<file path="src/rtl/pipe_ctrl.sv">
// Stall/flush sequencer for the five-stage pipeline, with divider countdown and fetch discard.
// Optional PIPE_CTRL_PERF_EN adds 32-bit stall and flush event counters.
module pipe_ctrl #(
    parameter int DIV_CYCLES = 33
) (
    input  logic        clk,
    input  logic        resetn,
    input  logic        mem_exc,
    input  logic        mem_eret,
    input  logic        data_wait,
    input  logic        ex_div_start,
    input  logic        id_load_use,
    input  logic        inst_wait,
    input  logic        inst_data_ok,
    output logic        stall_pc,
    output logic        stall_if_id,
    output logic        stall_id_ex,
    output logic        stall_ex_mem,
    output logic        stall_mem_wb,
    output logic        flush_if_id,
    output logic        flush_id_ex,
    output logic        flush_ex_mem,
    output logic        flush_mem_wb,
    output logic        ex_div_done,
    output logic        if_discard,
    output logic [31:0] perf_stall_cnt,
    output logic [31:0] perf_flush_cnt
);

    typedef enum logic {
        RUN = 1'b0,
        DIV = 1'b1
    } st_e;

    localparam logic [7:0] DCNT_INIT = 8'(DIV_CYCLES - 1);

    st_e        st_q, st_d;
    logic [7:0] dcnt_q, dcnt_d;
    logic       disc_q, disc_d;

    logic       exc;
    logic       div_start;
    logic       div_last;
    logic       div_hold;
    logic [4:0] stall_v;
    logic [3:0] flush_v;

    always_comb begin
        exc       = mem_exc | mem_eret;
        div_start = (st_q == RUN) && ex_div_start && !exc && !data_wait;
        div_last  = (st_q == DIV) && (dcnt_q == 8'd1);
        // A start holds the pipe in its own cycle, so latency counts from it.
        div_hold  = ((st_q == DIV) && !div_last) || div_start;

        stall_v = 5'b00000;
        flush_v = 4'b0000;
        if (exc) begin
            flush_v = 4'b1111;
        end else if (data_wait) begin
            stall_v = 5'b11110;
            flush_v = 4'b0001;
        end else if (div_hold) begin
            stall_v = 5'b11100;
            flush_v = 4'b0010;
        end else if (id_load_use || inst_wait || disc_q) begin
            stall_v = 5'b11000;
            flush_v = 4'b0100;
        end
        if (!resetn) begin
            stall_v = 5'b00000;
            flush_v = 4'b0000;
        end
    end

    assign {stall_pc, stall_if_id, stall_id_ex, stall_ex_mem, stall_mem_wb} = stall_v;
    assign {flush_if_id, flush_id_ex, flush_ex_mem, flush_mem_wb} = flush_v;
    assign ex_div_done = resetn & div_last & ~exc;
    assign if_discard  = resetn & disc_q & inst_data_ok;

    always_comb begin
        st_d   = st_q;
        dcnt_d = dcnt_q;
        disc_d = disc_q & ~inst_data_ok;
        if (exc) begin
            st_d   = RUN;
            dcnt_d = 8'd0;
            // A response landing with the redirect is not stale.
            disc_d = (disc_q | inst_wait) & ~inst_data_ok;
        end else if (div_start) begin
            st_d   = DIV;
            dcnt_d = DCNT_INIT;
        end else if (st_q == DIV) begin
            dcnt_d = dcnt_q - 8'd1;
            if (div_last) begin
                st_d = RUN;
            end
        end
    end

    always_ff @(posedge clk or negedge resetn) begin
        if (!resetn) begin
            st_q   <= RUN;
            dcnt_q <= 8'd0;
            disc_q <= 1'b0;
        end else begin
            st_q   <= st_d;
            dcnt_q <= dcnt_d;
            disc_q <= disc_d;
        end
    end

`ifdef PIPE_CTRL_PERF_EN
    logic [31:0] pstall_q, pstall_d;
    logic [31:0] pflush_q, pflush_d;

    always_comb begin
        pstall_d = pstall_q + {31'd0, stall_pc};
        pflush_d = pflush_q + {31'd0, exc};
    end

    always_ff @(posedge clk or negedge resetn) begin
        if (!resetn) begin
            pstall_q <= 32'd0;
            pflush_q <= 32'd0;
        end else begin
            pstall_q <= pstall_d;
            pflush_q <= pflush_d;
        end
    end

    assign perf_stall_cnt = pstall_q;
    assign perf_flush_cnt = pflush_q;
`else
    assign perf_stall_cnt = 32'd0;
    assign perf_flush_cnt = 32'd0;
`endif

endmodule

</file>
<file path="config.mk">
export PLATFORM = sky130hd
export DESIGN_NAME = pipe_ctrl
export DESIGN_NICKNAME = d
export VERILOG_FILES = /design/src/rtl/pipe_ctrl.sv
export SDC_FILE = /design/constraint.sdc
export NUM_CORES = 1
export LEC_CHECK = 0
export BUFFER_PORTS_ARGS = -buffer_cell sky130_fd_sc_hd__buf_2
export CORE_MARGIN = 2
export CORE_UTILIZATION = 43
export DETAILED_ROUTE_END_ITERATION = 10
export HOLD_SLACK_MARGIN = 0.12
export PLACE_DENSITY = 0.85
export SLEW_MARGIN = 20
export SYNTH_ARGS = -nofsm -noshare
export SYNTH_HDL_FRONTEND = slang
export SYNTH_SLANG_ARGS = --single-unit
</file>
<file path="constraint.sdc">
create_clock -name clk -period 3.5 [get_ports clk]
set_input_delay 0.7 -clock clk [delete_from_list [all_inputs] [get_ports clk]]
set_output_delay 0.7 -clock clk [all_outputs]
set_load 0.01 [all_outputs]
</file>
-- After elaboration in Yosys (flattened, before gate mapping)
Cells that the tools add are included.
- word-level logic and storage cells: 46
- output and inout bits: 75
- input bits: 9
- flip-flop bits (word level): 10
- eq/ne operators: 1
- mux-type cells: 18
- bitwise logic cells: 11
- reductions and logical operators: 12
- $add $sub $neg: 1
- operators by type and width (operator ; number):
    two-way mux 5 bit ; 5
    two-way mux 8 bit ; 3
    two-way mux 3 bit ; 3
    equality test 8 x 1 -> 1 bit (second input constant) ; 1
    two-way mux 4 bit ; 2
    subtractor 8 x 1 -> 8 bit (second input constant) ; 1
    bitwise AND 1 bit ; 6
    logical AND 1 bit ; 5
    two-way mux 1 bit ; 5
    logical NOT 1 bit ; 3
    logical OR 1 bit ; 3
    NOT 1 bit ; 3
    nonzero test 3 bit ; 1
    OR 1 bit ; 2

-- Longest topological paths before layout
- depth after elaboration: 9
- depth in mapped cells: 6

-- Worst setup path after synthesis
OpenSTA, ideal clock, no wires.
- path type: flip-flop to output port
- start: reg dcnt_q[5]
- end: out stall_pc
- data required time: 2.800 ns
- path buffers: 1
- stages on the path, launching flop included: 5
- arrival time: 1.527 ns
- setup slack: 1.273 ns
- cell sequence: dfrtp_1 -> or4_4 -> o22ai_1 -> a31oi_1 -> buf_4
- longest elaborated chain between the ends: 9
- ends and longest elaborated chain (item ; RTL line ; RTL):
    start: declaration ; 38 ; logic [7:0] dcnt_q, dcnt_d;
    start signal: assignment ; 107 ; dcnt_q <= dcnt_d;
    equality test 8 x 1 -> 1 bit ; 51 ; div_last = (st_q == DIV) && (dcnt_q == 8'd1);
    logical AND 1 bit ; 51 ;
    logical NOT 1 bit ; 53 ; div_hold = ((st_q == DIV) && !div_last) || div_start;
    logical AND 1 bit ; 53 ;
    logical OR 1 bit ; 53 ;
    two-way mux 5 bit ; 62 ; end else if (div_hold) begin
    two-way mux 5 bit ; 59 ; end else if (data_wait) begin
    two-way mux 5 bit ; 57 ; if (exc) begin
    two-way mux 5 bit ; 69 ; if (!resetn) begin
    end: declaration ; 15 ; output logic stall_pc,
No other way between the ends.

-- Worst setup path in the final report
- start: reg dcnt_q[4]
- end: out ex_div_done
- longest elaborated chain between the ends: 4
- ends and longest elaborated chain (item ; RTL line ; RTL):
    equality test 8 x 1 -> 1 bit ; 51 ;
    logical AND 1 bit ; 51 ;
    bitwise AND 1 bit (2 in a row) ; 77 ; assign ex_div_done = resetn & div_last & ~exc;
    end: declaration ; 24 ; output logic ex_div_done,
No other way between the ends.

==> results.cfg <==
[placement]
dp_slack_ns = 1.107
dpl_cell_area_um2 = 969.7
dp_hpwl_um = 1275
numPortBuffers = 18
gp_congestion = 0.7465

[grt]
grt_overflow_total = 0
antenna_found_initial = 0
grt_max_degree = 17
first_global_vias = 519
grt_usage = 0.09602
grt_pass1_wl_um = 1973

[run_status]
status = complete, no violations

[drt]
post_drt_wl_per_cell_um = 8.728
drt_iter0_drc = 11
drtPass1Iterations = 4
drcViolationCount = 0
vias = 744
antenna_left = 0
drt-total-wl_um = 1571
viasPerCell = 4.133

[power_and_ir_drop]
ir_drop_v = 0.00009550
switching_share = 0.3486
powerDensity_nw_per_um2 = 272.8
switching_power_uw = 94.35
clock_power_share = 0.282
seqPwrFrac = 0.451
p_int_uw = 176.3
p_leak_nw = 0.5598
p_total_uw = 270.7
combinationalPowerShare = 0.268

[critical_path]
critPathSlowestCell = or4_4
worstPathRequired_ns = 2.80
rrSetupSlack_ns = 1.85
end_kind = output port
start_kind = flop
worstSetupPathType = reg -> out
worstPathCellList = or4_4, nor4b_1, and4_1, buf_2
r2r_cells = 3
crit_path_max_fanout = 6
crit_arrival_ns = 1.98
slowest_delay_ns = 0.56

[synth]
synth.avg_cell_area_um2 = 8.398
synth_commonest_cells = buf_4, dfrtp_1, nor2_1
yosysTopAreaCell = buf_4
ys_warn_count = 0
ys_types = 36
async_flop_share = 1.000
netlist_instances = 132
yosysMostFrequentCell = buf_4
ys_seq_area_frac = 0.2257
synth_flop_cell = dfrtp_1
synth_top_area_share = 0.4470
synth-edff-count = 0
ys_ff_latch = 10
synth_area_um2 = 1109
synth_top_cells_by_area = buf_4, dfrtp_1, a21oi_1

[floorplan]
io-pin-count = 84
die_y_um = 54.78
die_w_um = 54.78
design.die.area_um2 = 3000
start_util = 0.4516
core_um2 = 2455
rows = 18

[cells_and_area]
finalNetCount = 163
stdcell_area_um2 = 992.2
diodes = 0
area_growth_pct = -10.50
final_util = 0.4042
drive_gt1_frac = 0.1867

[clocking]
cts_num_sinks = 10
cts.path.max_buffers = 2
post-cts-setup-buffer-count = 0
ctsHoldBuffers = 0
ctsResizeCount = 0
cts_made_buffers = 3
clkLatencyLatePin_ns = 0.26
cts_tree = built
path_clk_slew_ns = 0.06
clock-root-buffer = clkbuf_4
htreeDepth = 1

[sta]
final_hold_viol_count = 0
fin_worst_skew_ns = 0.002439
rsz0062_at_grt = false
drv_slew = 0
worst_slack_ns = 0.8170
finalSetupViolCount = 0
final.period_utilization = 0.7666
fin_crit_ns = 2.683
fmax_mhz = 372.7
fin_setup_tns_ns = 0

[job]
maxCapViolations = 0

[hold_path]
min_path_type = in -> async
==> critical path, delay by kind of cell, from the launching register on <==
kind,cells,cell delay (ns)
AND/OR/NAND/NOR,3,1.21
flip-flops,1,0.40
buffers and inverters,1,0.12
==> logic make-up (layout without fill, tap and decap cells) <==
| logic type | count (synthesis) | in the layout | synth area share |
|---|---|---|---|
| AO/OA/AOI/OAI | 19 | 19 | 0.1095 |
| XOR/XNOR | 2 | 2 | 0.01580 |
| adder cells (fa/ha/maj) | 2 | 2 | 0.02257 |
| buffers and inverters | 71 | 25 | 0.4707 |
| flip-flops | 10 | 10 | 0.2257 |
| other | 1 | 65 | 0.003383 |
| AND/OR/NAND/NOR | 27 | 27 | 0.1524 |
==> through the flow <==
stage                     std cells  hold WS, ns
after floorplan                 196       0.4044
after CTS                       180       0.3226
after global placement          177       0.5074
final                           180       0.3200
after detailed placement        177       0.5185
after global routing            180       0.3289
==> per-layer routing <==
layer | wire [um] | part of all wire | up-vias | track usage
li1 | - | - | 345 | -
met1 | 535 | 0.34 | 344 | 0.09136
met2 | 803 | 0.51 | 52 | 0.1786
met3 | 214 | 0.14 | 3 | 0.04098
met4 | 18 | 0.011 | 0 | 0.03750
met5 | 0 | 0 | - | 0
==> registers in the layout, summed over array words and instances (netlist names) <==
register,count
dcnt_q,8
disc_q,1
st_q,1
==> path summary, 6_finish.rpt <==
path | startpoint | end
setup reg to reg | dcnt_q[4]$_DFFE_PN0P_ | dcnt_q[7]$_DFFE_PN0P_
hold / removal | resetn | dcnt_q[7]$_DFFE_PN0P_
min in group clk | disc_q$_DFF_PN0_ | disc_q$_DFF_PN0_
max in group asynchronous | resetn | dcnt_q[2]$_DFFE_PN0P_
hold reg to reg | disc_q$_DFF_PN0_ | disc_q$_DFF_PN0_
setup / recovery | dcnt_q[4]$_DFFE_PN0P_ | ex_div_done
==> power groups by stage <==
stage / Combinational [mW] / Sequential, mW / Clock, mW
after detailed placement: 0.0713 / 0.124 / 0
after global placement: 0.0704 / 0.124 / 0
final: 0.0724 / 0.122 / 0.0763
after floorplan: 0.111 / 0.123 / 0
after CTS: 0.0715 / 0.122 / 0.0783
after global routing: 0.0837 / 0.122 / 0.0873
==> cell type report <==
class                   count  area (um2)
well taps                  30       37.54
flip-flops and latches     10       250.2
multi-input cells         115       576.8
clock buffers               3       22.52
repair buffers             18       90.09
fillers                   271        1463
inverters                   4       15.01
==> layout by cell type, fill, tap and decap left out, types with 2 or more instances in the layout <==
master / count
a21oi_1: 6
buf_2: 18
clkbuf_4: 3
conb_1: 65
dfrtp_1: 10
ha_1: 2
inv_1: 4
nand2_1: 4
nor2_1: 7
o21ai_0: 2
o22ai_1: 2
o31ai_1: 2
or3_2: 2
Note: power is estimated with default switching activity, not from simulation.
